===== config.mk =====
export PLATFORM = sky130hd
export DESIGN_NAME = noise_decision
export DESIGN_NICKNAME = d
export VERILOG_FILES = /design/src/rtl/noise_decision.sv
export SDC_FILE = /design/constraint.sdc
export NUM_CORES = 1
export LEC_CHECK = 0
export ABC_AREA = 1
export ABC_CLOCK_PERIOD_IN_PS = 1300
export CAP_MARGIN = 10
export CORE_UTILIZATION = 40
export DETAILED_ROUTE_END_ITERATION = 8
export PLACE_DENSITY = 0.8
export REMOVE_ABC_BUFFERS = 1
export SETUP_SLACK_MARGIN = 0.1
export SLEW_MARGIN = 5
export SYNTH_ARGS = -nofsm -noshare
export SYNTH_HDL_FRONTEND = slang
export SYNTH_SLANG_ARGS = --single-unit
export TNS_END_PERCENT = 30

===== constraint.sdc =====
create_clock -name clk -period 1.3 [get_ports clk]
set_input_delay 0.26 -clock clk [delete_from_list [all_inputs] [get_ports clk]]
set_output_delay 0.26 -clock clk [all_outputs]
set_load 0.005 [all_outputs]

===== src/rtl/noise_decision.sv =====
// ============================================================================
// Module   : noise_decision
// Purpose  : Adaptive-median noise decision; grows the window until the median
//            is not an impulse, then flags the centre pixel as noisy or clean.
// Revision : 1.0  initial release
// ============================================================================
`default_nettype none

module noise_decision #(
    parameter int DATA_WIDTH  = 8,
    parameter int LEVEL_WIDTH = 2,
    parameter int MAX_LEVEL   = 2
) (
    input  logic                   clk,
    input  logic                   rst,

    input  logic                   in_valid,
    output logic                   in_ready,
    input  logic [DATA_WIDTH-1:0]  in_pixel,

    output logic                   stat_req,
    output logic [LEVEL_WIDTH-1:0] stat_level,
    input  logic                   stat_valid,
    input  logic [DATA_WIDTH-1:0]  stat_min,
    input  logic [DATA_WIDTH-1:0]  stat_med,
    input  logic [DATA_WIDTH-1:0]  stat_max,

    output logic                   out_valid,
    input  logic                   out_ready,
    output logic [DATA_WIDTH-1:0]  out_0,
    output logic [DATA_WIDTH-1:0]  out_1,
    output logic                   noiseF,
    output logic [LEVEL_WIDTH-1:0] out_level
);

    typedef enum logic [1:0] {
        S_IDLE = 2'd0,
        S_REQ  = 2'd1,
        S_WAIT = 2'd2,
        S_DONE = 2'd3
    } state_t;

    localparam logic [LEVEL_WIDTH-1:0] C_MAX_LEVEL = LEVEL_WIDTH'(MAX_LEVEL);
    localparam logic [LEVEL_WIDTH-1:0] C_LEVEL_ONE = LEVEL_WIDTH'(1);

    state_t                 r_state;
    logic                   r_in_ready;
    logic                   r_stat_req;
    logic [LEVEL_WIDTH-1:0] r_level;
    logic [DATA_WIDTH-1:0]  r_pixel;
    logic                   r_out_valid;
    logic [DATA_WIDTH-1:0]  r_out_0;
    logic [DATA_WIDTH-1:0]  r_out_1;
    logic                   r_noise;
    logic [LEVEL_WIDTH-1:0] r_out_level;

    logic w_stage_a;
    logic w_pixel_clean;
    logic w_last_level;

    // Stage A: median strictly between extremes means it is not an impulse.
    assign w_stage_a     = (stat_min < stat_med) && (stat_med < stat_max);
    assign w_pixel_clean = (stat_min < r_pixel) && (r_pixel < stat_max);
    assign w_last_level  = (r_level >= C_MAX_LEVEL);

    always_ff @(posedge clk or posedge rst) begin
        if (rst) begin
            r_state     <= S_IDLE;
            r_in_ready  <= 1'b1;
            r_stat_req  <= 1'b0;
            r_level     <= '0;
            r_pixel     <= '0;
            r_out_valid <= 1'b0;
            r_out_0     <= '0;
            r_out_1     <= '0;
            r_noise     <= 1'b0;
            r_out_level <= '0;
        end else begin
            case (r_state)
                S_IDLE: begin
                    if (in_valid) begin
                        r_pixel    <= in_pixel;
                        r_level    <= '0;
                        r_stat_req <= 1'b1;
                        r_in_ready <= 1'b0;
                        r_state    <= S_REQ;
                    end
                end

                S_REQ: begin
                    r_stat_req <= 1'b0;
                    r_state    <= S_WAIT;
                end

                S_WAIT: begin
                    if (stat_valid) begin
                        if (w_stage_a) begin
                            r_noise     <= ~w_pixel_clean;
                            r_out_0     <= r_pixel;
                            r_out_1     <= stat_med;
                            r_out_level <= r_level;
                            r_out_valid <= 1'b1;
                            r_state     <= S_DONE;
                        end else if (!w_last_level) begin
                            r_level    <= r_level + C_LEVEL_ONE;
                            r_stat_req <= 1'b1;
                            r_state    <= S_REQ;
                        end else begin
                            r_noise     <= 1'b1;
                            r_out_0     <= r_pixel;
                            r_out_1     <= stat_med;
                            r_out_level <= C_MAX_LEVEL;
                            r_out_valid <= 1'b1;
                            r_state     <= S_DONE;
                        end
                    end
                end

                S_DONE: begin
                    // Return to IDLE without accepting, so a new pixel waits one cycle.
                    if (out_ready) begin
                        r_out_valid <= 1'b0;
                        r_in_ready  <= 1'b1;
                        r_state     <= S_IDLE;
                    end
                end

                default: begin
                    r_state    <= S_IDLE;
                    r_in_ready <= 1'b1;
                    r_stat_req <= 1'b0;
                end
            endcase
        end
    end

    assign in_ready   = r_in_ready;
    assign stat_req   = r_stat_req;
    assign stat_level = r_level;
    assign out_valid  = r_out_valid;
    assign out_0      = r_out_0;
    assign out_1      = r_out_1;
    assign noiseF     = r_noise;
    assign out_level  = r_out_level;

endmodule

`default_nettype wire


==> out/metrics.csv <==
metric,value,unit
outcome,"complete, but fails checks",
failing checks,negative setup slack,
Post-Route WL,8540,um
DRT antenna net count,0,
mean post-synth cell area,7.81,sq um
hold violation total from the final report,0,
Total GRT Usage,28.0,%
fin. max-slew vios,0,
Synth area leader,dfrtp_1,
CP endpoint kind,register,
Final Power,7.54,mW
fmax,599,MHz
dpl hpwl,4510,um
dominant cell by count in the synthesized netlist,nand2_1,
"top cells by area, synth","dfrtp_1 36%, nand2_1 17%, ha_1 16%",
post-route setup slack,-0.369,ns
Avg WL per Cell,17.3,um
initial antenna violation count,0,
register area share after synthesis,36.9,%
DIE AREA,0.00609,sq mm
number of synthesized register bits,34,
Worst-path clk slew,0.08,ns
Post-CTS Hold Buffers,0,
max incr delay on CP,0.43,ns
"Core Util, Final",73.0,%
Post-synth EDFFs,0,
Final min period,1.67,ns
worst hold path type,in2reg,
dpl cell area,0.00327,sq mm
Max Cap Viol,0,
worst-path cell chain,inv_2 > ha_4 > a21oi_2 > nor2_1 > nor3_2 > nand2_1 > nor2_1 > nand2_1 > nand3_2 > nand2_2,
post-synth cell types,25,
Layout Cells excl Fill,495,
Worst-Skew Late Latency,0.30,ns
Leakage,2.06,nW
Register Area,853,sq um
Die Span Y,78.0,um
Peak VDD IR,0.000959,V
IO Pins,61,
ant diodes,0,
number of CTS-inserted buffers,5,
First-pass DRT Iterations,7,
vias,2593,
top_reg_cell synth,dfrtp_1,
Layout Skew,0.00574,ns
num rows,27,
core box area,0.00554,sq mm
final net count,488,
worst-path fanout max,3,
crit path max-delay cell type,dfrtp_1,
routability congestion estimate from global placement,0.820,
post-route design area,0.00404,sq mm
DRC viols,0,
I/O Buffers,60,
root buffer cell,clkbuf_8,
Cells after Synth,296,
"Async S/R FF share, synth",100,%
Initial Utilization,41.7,%
critical path arrival,1.86,ns
via-per-instance ratio,5.24,
H-tree Lvls,2,
CTS Buffer Depth,2,
RSZ-0062 raised after global routing,true,
fillers,370,
Synth-to-Final Area Change,75.0,%
largest net degree at the start of global routing,19,
TritonCTS Sinks,34,
Die Wd,78.0,um
grt ovf,0,
Slew headroom,79.9,%
CP required,1.49,ns
synthesized area,0.00231,sq mm
number of global-route vias before repair,2701,
WHS,0.269,ns
area of the multi-input gates,0.00176,sq mm
CTS tree,built,
global-route wire length before repair,13000,um
"top cells by count, synth","105 x nand2_1, 44 x inv_1, 33 x dfrtp_1",
dpl cells,465,
YS warnings,0,
critical path class,reg2reg,
Yosys top cell area share,35.7,%
Final setup viols,26,
Startpoint Class,register,
period utilization,128,%
Slew @ Worst Pin,0.298,ns
initial DRC count,223,
PD cells,1860,mW/mm^2
share of cells above drive strength 1,50.6,%
## flip-flops by register name (all words and copies together) (netlist names)
signal and flops:
r_state 2, noiseF 1, in_ready 1, out_1 8
stat_level 2, out_0 8, stat_req 1, out_level 2
r_pixel 8, out_valid 1
## layout by cell type (no fill, tap or decap), types with 7 or more instances in the layout
master | netlist | final
nand2_1 | 105 | 73
buf_4 | 0 | 50
dfrtp_1 | 33 | 32
nand2_2 | 1 | 28
inv_1 | 44 | 26
ha_4 | 0 | 19
inv_2 | 2 | 18
dlygate4sd2_1 | 0 | 18
buf_6 | 3 | 17
nand3_2 | 7 | 15
buf_2 | 2 | 15
nand3_1 | 21 | 12
clkdlybuf4s50_1 | 0 | 12
o21ai_0 | 12 | 11
ha_1 | 29 | 9
a21oi_2 | 1 | 7
nor2_1 | 14 | 7
## logic make-up (layout without fill, tap and decap cells)
| group | after synthesis | in the layout | share of synthesized area [%] |
|---|---|---|---|
| buffers and inverters | 52 | 176 | 10.2 |
| flip-flops | 34 | 34 | 36.9 |
| AO/OA/AOI/OAI | 24 | 24 | 6.01 |
| adder cells (fa/ha/maj) | 29 | 29 | 15.7 |
| AND/OR/NAND/NOR | 157 | 160 | 31.2 |
## final cells by class
class / instances / share of cell area (%)
repair buffers: 122 / 25.3
clock buffers: 6 / 2.04
inverters: 46 / 4.39
well taps: 72 / 2.23
flip-flops and latches: 34 / 21.1
clock inverters: 2 / 1.49
multi-input cells: 213 / 43.4
## metrics by stage
step                      setup TNS [ns]  setup slack [ns]
after floorplan                    -7.69            -0.366
after global placement            -20.36            -0.876
after detailed placement          -22.93             -1.00
after CTS                          -2.59            -0.210
after global routing               -6.36            -0.466
final                              -4.40            -0.369
## worst max-delay path: cells and delay by family, from the launching register on
family,cells,cell delay (ns)
AO/OA/AOI/OAI,1,0.13
adder cells (fa/ha/maj),1,0.20
buffers and inverters,1,0.10
flip-flops,1,0.43
AND/OR/NAND/NOR,7,0.72
## worst paths after layout
kind / from / endpoint / slack (ns) / cells past startpoint
worst max-delay path: r_pixel[5] / noiseF / -0.37 / 10
worst min-delay path: stat_med[5] / out_1[5] / 0.27 / 3
worst max register to register: r_pixel[5] / noiseF / -0.37 / 10
min in group asynchronous: rst / out_0[1] / 0.30 / 3
worst min register to register: out_1[4] / out_1[4] / 0.48 / 2
max in group asynchronous: rst / in_ready / 0.72 / 3
## power breakdown
group	switching [mW]	internal [mW]	leakage [nW]
clock network	0.417	0.818	0.0714
registers	0.486	1.58	0.419
logic	2.19	2.05	1.57
## per-layer routing
layer	share of wire (%)	track usage, %	wire [um]
met2	51	50.8	4380
met3	5.6	5.23	480
met4	5.5	13.3	473
met5	0	0	0
met1	37	31.6	3200
## timing repair
| action | CTS | global route |
|---|---|---|
| gates cloned | 5 | 0 |
| pin swaps | 54 | 15 |
| buffers inserted | 14 | 3 |
| endpoints found under the setup margin | 57 | 58 |
| gates resized for setup | 204 | 54 |
(Power assumes the default switching activity.)
